File: src/rtl/reg_file.sv
// reg_file: 1-write / 2-read register file with registered reads and a soft-clear sweep FSM.
// Optional macro REG_FILE_BYPASS_EN forwards same-edge write data to matching read ports.
module reg_file #(
    parameter int WIDTH = 16,
    parameter int DEPTH = 16
) (
    input  logic                     CLK,
    input  logic                     RES,
    input  logic                     WE,
    input  logic [$clog2(DEPTH)-1:0] WADDR,
    input  logic [WIDTH-1:0]         WDATA,
    input  logic [$clog2(DEPTH)-1:0] RADDR_A,
    input  logic [$clog2(DEPTH)-1:0] RADDR_B,
    output logic [WIDTH-1:0]         RDATA_A,
    output logic [WIDTH-1:0]         RDATA_B,
    input  logic                     CLR,
    output logic                     BUSY,
    output logic                     WR_ACK
);

    localparam int AW = $clog2(DEPTH);

    typedef enum logic {
        IDLE  = 1'b0,
        SWEEP = 1'b1
    } state_t;

    state_t            state_q, state_d;
    logic [AW-1:0]     cnt_q, cnt_d;
    logic [WIDTH-1:0]  mem_q [DEPTH];
    logic [WIDTH-1:0]  rdata_a_q, rdata_a_d;
    logic [WIDTH-1:0]  rdata_b_q, rdata_b_d;
    logic              wr_ack_q;
    logic              wr_acc;
    logic              sweep_clr;

    // NOTE: every always_comb output gets a default first so no path leaves it unassigned (no latch).
    always_comb begin
        state_d   = state_q;
        cnt_d     = cnt_q;
        wr_acc    = WE && (state_q == IDLE);
        sweep_clr = (state_q == SWEEP);
        rdata_a_d = mem_q[RADDR_A];
        rdata_b_d = mem_q[RADDR_B];

        unique case (state_q)
            IDLE: begin
                if (CLR) begin
                    state_d = SWEEP;
                    cnt_d   = '0;
                end
            end
            SWEEP: begin
                cnt_d = cnt_q + 1'b1;
                if (cnt_q == AW'(DEPTH - 1)) begin
                    state_d = IDLE;
                end
            end
            default: state_d = IDLE;
        endcase

`ifdef REG_FILE_BYPASS_EN
        if (wr_acc && (WADDR == RADDR_A)) rdata_a_d = WDATA;
        if (wr_acc && (WADDR == RADDR_B)) rdata_b_d = WDATA;
`endif
    end

    // NOTE: sequential state uses non-blocking assignments so all registers update together at the edge.
    always_ff @(posedge CLK) begin
        if (!RES) begin
            state_q   <= IDLE;
            cnt_q     <= '0;
            rdata_a_q <= '0;
            rdata_b_q <= '0;
            wr_ack_q  <= 1'b0;
            // NOTE: the storage array is reset too, so this cannot map onto a plain RAM macro.
            for (int i = 0; i < DEPTH; i++) begin
                mem_q[i] <= '0;
            end
        end else begin
            state_q   <= state_d;
            cnt_q     <= cnt_d;
            rdata_a_q <= rdata_a_d;
            rdata_b_q <= rdata_b_d;
            wr_ack_q  <= wr_acc;
            // A write and a sweep never coincide: writes are only accepted in IDLE.
            if (wr_acc) begin
                mem_q[WADDR] <= WDATA;
            end
            if (sweep_clr) begin
                mem_q[cnt_q] <= '0;
            end
        end
    end

    assign RDATA_A = rdata_a_q;
    assign RDATA_B = rdata_b_q;
    assign WR_ACK  = wr_ack_q;
    assign BUSY    = (state_q == SWEEP);

endmodule

File: config.mk
export PLATFORM = sky130hd
export DESIGN_NAME = reg_file
export DESIGN_NICKNAME = d
export VERILOG_FILES = /design/src/rtl/reg_file.sv
export SDC_FILE = /design/constraint.sdc
export NUM_CORES = 1
export LEC_CHECK = 0
export ABC_AREA = 1
export BUFFER_PORTS_ARGS = -buffer_cell sky130_fd_sc_hd__buf_2
export CELL_PAD_IN_SITES_DETAIL_PLACEMENT = 1
export CELL_PAD_IN_SITES_GLOBAL_PLACEMENT = 2
export CORE_UTILIZATION = 41
export DETAILED_ROUTE_END_ITERATION = 8
export MAX_ROUTING_LAYER = met4
export PLACE_DENSITY = 0.94
export SYNTH_ARGS = -nofsm -noshare
export SYNTH_HDL_FRONTEND = slang
export SYNTH_SLANG_ARGS = --single-unit
File: constraint.sdc
create_clock -name CLK -period 5.1 [get_ports CLK]
set_input_delay 0.255 -clock CLK [delete_from_list [all_inputs] [get_ports CLK]]
set_output_delay 0.255 -clock CLK [all_outputs]
set_load 0.02 [all_outputs]
# Word-level counts from Yosys, hierarchy flattened
# Memories as Yosys holds them, arrays and structs flattened. A register that Yosys moved wholly into a read port is not among the register bits.
# Cells that the tools add are included.
[totals]
inputBits = 32
output_inout_bits = 34
regBits = 6
romBits = 0
mem_count = 1
wordCells = 31
ramBits = 256
latch_bits = 0
[mem_list]
columns = ["name", "depth", "width", "read_ports", "rd_clocked_by_memory_dff", "wr", "line", "text"]
rows = [
  ["mem_q", 16, 16, 2, 2, 16, "30", "logic [WIDTH-1:0] mem_q [DEPTH];"],
]
[classes]
n_div = 0
bitwise_logic = 1
n_reduce_logical = 5
mux = 18
add_sub_neg = 1
n_shift = 0
mul = 0
eq_ne = 2
magnitude_cmp = 0
[op_table]
columns = ["cell", "n"]
rows = [
  ["$mux W16", 2],
  ["$reduce_or A16 Y1", 2],
  ["$mux W4", 3],
  ["$mux W1", 11],
  ["$pmux W4 S2", 1],
  ["$add A4 B1 Y4 const B", 1],
  ["$eq A4 B4 Y1 const B", 1],
  ["$logic_not A1 Y1", 2],
  ["$ne A2 B2 Y1 const B", 1],
  ["$pmux W1 S2", 1],
  ["$logic_and A1 B1 Y1", 1],
  ["$not A1 Y1", 1],
]

# Logic depth before layout (Yosys ltp)
# Gate-level depths: netlist of the first run.
[depth]
ltp_word = 8
ltp_mapped = 10
mapped_depth_nobuf = 7

# Worst setup path before layout of the first run
# No wires, ideal clock.
[synth_timing]
path_type = "register to register"
from = "register state_q, in the netlist BUSY"
to = "memory mem_q[1][0], enable pin"
stages_incl_launch_ff = 8
t_required_ps = 4728
path_slack_ps = 2795
path_buffers = 1
arrival_ps = 1933
synth_period_minus_slack_ps = 2305
cell_sequence = "dfxtp_1 -> nand2_4 -> o21ai_4 -> inv_2 -> nor2_8 -> nand2_4 -> buf_6 -> nand2_1"
[synth_lines]
columns = ["item", "line", "text"]
rows = [
  ["start: declaration", "28", "state_t state_q, state_d;"],
  ["start signal: assignment", "81", "state_q <= state_d;"],
  ["end: declaration", "30", ""],
]

==> flow_summary.toml, run 1 <==
[placement]
post_dp_cell_area_um2 = 16700
io_buffers = 65
post-place-ws_ns = 1.91
dp_hpwl_mm = 41.6
gp_congestion = 0.891

[synthesis]
syn_area_per_cell_um2 = 7.94
syn_inst = 2043
synth.area.top_cells = "edfxtp_1 (47%), nand3_1 (14%), nand2_1 (13%), inv_1 (6.2%), nor2_1 (4.9%)"
ys_ff_latch = 294
synth_cell_types = 26
yosysWarnings = 0
yosysTopAreaCellShare_pct = 47.4
syn_nets = 2076
netlist_area_um2 = 16200
yosysTopAreaCell = "edfxtp_1"
synth-seq-area-share_pct = 52.1

[critical_path]
critPathArrivalTime_ns = 2.98
required_ns = 5.24
crit_path_start = "BUSY$_SDFF_PN0_"
crit_type = "reg2reg"
r2r_end = "mem_q[8][0]$_SDFFCE_PN0P_"
r2r_slack_ns = 2.26
r2r-start = "BUSY$_SDFF_PN0_"
start_kind = "flop"
crit_path_max_fanout = 25
rr_worst_depth = 6
crit_path_end_kind = "flop"

[cts]
clkSinkCount = 294
clock-root-buffer = "clkbuf_16"
cts_tree = "done"
cts_buffers = 34
cts.clk_slew.worst_paths_ns = 0.06
worstSkewPairLatency_ns = 0.53
cts_resized = 0
cts_max_level = 2
cts_hold_buffers = 0
clock_path_buffers = 3
cts_setup_buffers = 0

[cells_and_area]
drive_gt1_share_pct = 10.9
final_nets = 2055
finalCoreUtilization_pct = 45.9
final_cell_mix = "nand2_1 (550), nand3_1 (448), inv_1 (267)"
nFillCells = 4717
final_cell_area_um2 = 17800
final_common_cell = "nand2_1"
syn_to_final_growth_pct = 9.92

[run]
cap_violations = 0

[min_path]
hp-start = "WE"
hold_end = "WR_ACK$_SDFF_PN0_"
min_path_cells = 3
hold_class = "in2reg"

[sta]
setup_viol = 0
period_share_pct = 55.6
tightest_slew_ns = 1.29
period_needed_ns = 2.84
timing.slew.headroom_pct = 13.6
worst_slack_ns = 2.26
final_hold_viol_count = 0
drv_slew = 0
rsz0062_at_grt = "no"
fin_setup_tns_ns = 0
max_freq_ghz = 0.353
skew_ns = 0.0179

[global_routing]
grt_max_degree = 74
grt_pass1_wl_mm = 94.4
overflow = 0
grt_antenna_before_repair = 2
grt_pass1_vias = 14693
grt_use_total_pct = 32.4

[route]
vias = 14507
wire_per_inst_um = 24.8
totalWireLength_mm = 63.6
ant_nets = 0
drt_iter0_drc = 1587
remaining_drc_errors = 0
dr.pass1.iters = 7
vias_per_cell = 5.65

[floorplanning]
die_h_um = 201
die_w_um = 201
fp-row-count = 72
core_um2 = 38800
io_pins = 66
die_area_um2 = 40400
initial_core_util_pct = 41.8

[pwr]
finalPower_uw = 6200
p_per_area_nw_per_um2 = 348
ir_worst_vdd_mv = 0.183
p_leak_uw = 0.00820

[outcome]
status = "complete, no violations"
==> Yosys cell counts <==
| library cell | instances |
|---|---|
| nand3_1 | 448 |
| buf_1 | 21 |
| nand2_1 | 550 |
| a21oi_2 | 1 |
| o211ai_1 | 1 |
| nor2_4 | 2 |
| dfxtp_1 | 38 |
| edfxtp_1 | 256 |
| o21ai_4 | 3 |
| nand2_4 | 18 |
| o211ai_4 | 1 |
| nor2_1 | 210 |
| nor3_1 | 4 |
| buf_2 | 12 |
| o21ai_2 | 1 |
| a21oi_1 | 34 |
| inv_1 | 269 |
| clkbuf_1 | 92 |
| nand2_2 | 1 |
| a211oi_1 | 2 |
| ha_1 | 1 |
| buf_6 | 17 |
| nor2_8 | 6 |
| nor2_2 | 49 |
| inv_2 | 5 |
| a22oi_1 | 1 |
==> report_power, final <==
| part | switching (uW) | leakage [uW] | internal [uW] |
|---|---|---|---|
| Clock | 1030 | 0.000549 | 1520 |
| Sequential | 52.8 | 0.00297 | 2730 |
| Combinational | 671 | 0.00468 | 193 |
| Total | 1750 | 0.00820 | 4450 |
==> through the flow <==
stage | instances | hold WS [ns]
2_1_floorplan | 2043 | 0.410
3_3_place_gp | 2504 | 0.452
3_5_place_dp | 2504 | 0.475
4_1_cts | 2566 | 0.0287
5_1_grt | 2567 | 0.0716
6_report | 2567 | 0.0264
==> final cells by class <==
class | count | area (um^2) | share of cell area (%)
clock inverter | 19 | 201 | 1.13
timing repair buffer | 85 | 480 | 2.69
tap | 518 | 648 | 3.63
inverter | 274 | 1030 | 5.79
antenna | 1 | 2.50 | 0.0140
clock buffer | 43 | 948 | 5.32
sequential | 294 | 8450 | 47.4
multi-input combinational | 1333 | 6070 | 34.1
==> cell families after synthesis <==
family                   after synthesis  share of synthesized area [%]
AND/OR/NAND/NOR                     1288                           35.6
adder cells (fa/ha/maj)                1                         0.0771
AO/OA/AOI/OAI                         44                           1.77
buffers and inverters                416                           10.5
flip-flops                           294                           52.1
==> routing by layer <==
| metal | vias to the layer above | GRT usage (%) | part of all wire [%] |
|---|---|---|---|
| li1 | 6484 | - | - |
| met1 | 7257 | 44.5 | 43 |
| met2 | 655 | 49.3 | 45 |
| met3 | 111 | 4.95 | 8.8 |
| met4 | 0 | 9.90 | 3.3 |
| met5 | - | - | 0 |
==> registers in the layout, summed over array words and instances, names as in the netlist <==
name and flops:
BUSY 1, RDATA_A 16, RDATA_B 16, WR_ACK 1
cnt_q 4, mem_q 256
==> worst max-delay path, stage by stage (launching register included) <==
cell and delay [ns]:
dfxtp_1 0.49, nand2_4 0.28, o21ai_4 0.36, inv_2 0.15, nor2_8 0.26, nand2_4 0.20
nand2_1 0.67
==> how the worst max path moves through the flow <==
stage,to,slack (ns)
2_1_floorplan,mem_q[1][0]$_SDFFCE_PN0P_,2.80
3_3_place_gp,mem_q[10][4]$_SDFFCE_PN0P_,2.03
3_5_place_dp,mem_q[8][3]$_SDFFCE_PN0P_,1.91
4_1_cts,mem_q[8][0]$_SDFFCE_PN0P_,2.27
5_1_grt,mem_q[8][0]$_SDFFCE_PN0P_,2.15
6_report,mem_q[8][0]$_SDFFCE_PN0P_,2.26
Power figures use the tool's default switching activity.
==> run 2: changes to the inputs <==
--- a/config.mk
+++ b/config.mk
@@ -9,10 +9,10 @@
 export BUFFER_PORTS_ARGS = -buffer_cell sky130_fd_sc_hd__buf_2
 export CELL_PAD_IN_SITES_DETAIL_PLACEMENT = 1
 export CELL_PAD_IN_SITES_GLOBAL_PLACEMENT = 2
-export CORE_UTILIZATION = 41
+export CORE_UTILIZATION = 38
 export DETAILED_ROUTE_END_ITERATION = 8
 export MAX_ROUTING_LAYER = met4
-export PLACE_DENSITY = 0.94
+export PLACE_DENSITY = 0.89
 export SYNTH_ARGS = -nofsm -noshare
 export SYNTH_HDL_FRONTEND = slang
 export SYNTH_SLANG_ARGS = --single-unit
==> constraint.sdc (replaced) <==
create_clock -name CLK -period 2.9 [get_ports CLK]
set_input_delay 0.145 -clock CLK [delete_from_list [all_inputs] [get_ports CLK]]
set_output_delay 0.145 -clock CLK [all_outputs]
set_load 0.02 [all_outputs]
==> flow_summary.toml, run 2 (synthesis results as in run 1) <==
[outcome]
status = "complete, no violations"

[cts]
clkSinkCount = 294
cts_tree = "done"
clock-root-buffer = "clkbuf_16"
cts_setup_buffers = 0
worstSkewPairLatency_ns = 0.55
cts.clk_slew.worst_paths_ns = 0.06
cts_max_level = 2
cts_buffers = 35
clock_path_buffers = 3

[cells_and_area]
multi_input_area_um2 = 6070
final_common_cell = "nand2_1"
drive_gt1_share_pct = 11.9
final_cell_mix = "nand2_1 (550), nand3_1 (448), inv_1 (267)"
ff_latch_area_um2 = 8450
largest_reg_flops = 256
syn_to_final_growth_pct = 11.9
regMostFlops = "mem_q"
final_nets = 2086
finalCoreUtilization_pct = 43.2
nFillCells = 5073

[critical_path]
start_kind = "flop"
required_ns = 3.08
critPathArrivalTime_ns = 2.86
r2r_end = "mem_q[9][12]$_SDFFCE_PN0P_"
rr_worst_depth = 6
crit_path_max_fanout = 25
cp-endpoint = "mem_q[9][12]$_SDFFCE_PN0P_"
crit_path_start = "BUSY$_SDFF_PN0_"
crit_type = "reg2reg"
crit_path_end_kind = "flop"
r2r_slack_ns = 0.22
r2r-start = "BUSY$_SDFF_PN0_"

[route]
ant_nets = 0
remaining_drc_errors = 0
vias_per_cell = 5.61
wire_per_inst_um = 24.6
vias = 14683
drt_iter0_drc = 1632
totalWireLength_mm = 64.4
dr.pass1.iters = 6

[sta]
tightest_slew_ns = 1.02
period_share_pct = 92.4
rsz0062_at_grt = "no"
fin_hold_ws_ns = 0.111
skew_ns = 0.0175
max_freq_ghz = 0.373
final_hold_viol_count = 0
drv_slew = 0
fin_setup_tns_ns = 0
timing.slew.headroom_pct = 31.9
setup_viol = 0
period_needed_ns = 2.68

[floorplanning]
die_w_um = 209
die_h_um = 209
initial_core_util_pct = 38.6
core_um2 = 42000
fp-row-count = 75
io_pins = 66
die_area_um2 = 43500

[global_routing]
grt_pass1_vias = 14768
grt_use_total_pct = 30.6
grt_antenna_before_repair = 1
grt_pass1_wl_mm = 95.2
overflow = 0
grt_max_degree = 129

[placement]
dp_hpwl_mm = 42.4
gp_congestion = 0.894
io_buffers = 65

[pwr]
p_per_area_nw_per_um2 = 599
ir_worst_vdd_mv = 0.370
p_leak_uw = 0.00837

[min_path]
hold_class = "in2reg"

[run]
cap_violations = 0
==> run 2: cell count changes in the layout (fill, tap and decap cells not counted) <==
cell	change
buf_4	+20
clkinv_2	-2
clkbuf_1	+5
clkinvlp_4	-4
dlygate4sd3_1	+2
bufinv_16	-2
buf_12	+8
clkbuf_8	+4
clkinv_4	-1
==> run 2: per-stage QoR <==
stage	setup WS [ns]	cell area (um^2)	std cells	total power, uW
CTS	0.216	18200	2617	10900
detailed placement	0.212	17000	2553	6510
global placement	0.368	17000	2553	6460
floorplan	0.595	16200	2043	5860
finish	0.219	18200	2618	10900
global route	0.0587	18200	2618	11200
==> run 2: repair_timing <==
action	CTS	global route
hold buffers	2	0
resized for setup	0	0
endpoints found under the hold margin	4	0
==> run 2: final cells by class <==
cell class | count | area share [%]
antenna | 1 | 0.0138
clock buffer | 52 | 5.63
clock inverter | 10 | 0.510
inverter | 274 | 5.69
multi-input combinational | 1333 | 33.4
sequential | 294 | 46.5
tap | 539 | 3.71
timing repair buffer | 115 | 4.47
==> run 2: worst min path at each step <==
stage	startpoint	endpoint	slack, ns	cells after the start
finish	RADDR_B[3]	RDATA_B[12]$_SDFF_PN0_	0.11	3
global route	RADDR_A[3]	RDATA_A[14]$_SDFF_PN0_	0.11	3
CTS	RADDR_A[3]	RDATA_A[3]$_SDFF_PN0_	0.07	3
detailed placement	WE	WR_ACK$_SDFF_PN0_	0.46	3
global placement	WE	WR_ACK$_SDFF_PN0_	0.44	3
floorplan	WE	WR_ACK$_SDFF_PN0_	0.30	2
==> run 2: critical path: stages (launching register included) <==
cell and delay, ns:
dfxtp_1 0.49, nand2_4 0.27, o21ai_4 0.34, inv_2 0.16, nor2_8 0.26, nand2_4 0.20
nand2_1 0.58
==> run 2: power by group <==
part	total [uW]	switching [uW]	leakage [uW]	internal, uW
registers	4890	89.7	0.00297	4800
clock network	4420	1810	0.000543	2610
logic	1570	1190	0.00486	386
==> run 2: layer usage <==
| layer | GRT usage, % | vias to the layer above | part of all wire (%) |
|---|---|---|---|
| met5 | - | - | 0 |
| met4 | 9.86 | 0 | 3.4 |
| li1 | - | 6540 | - |
| met1 | 40.8 | 7307 | 43 |
| met2 | 47.2 | 697 | 45 |
| met3 | 5.71 | 139 | 8.5 |
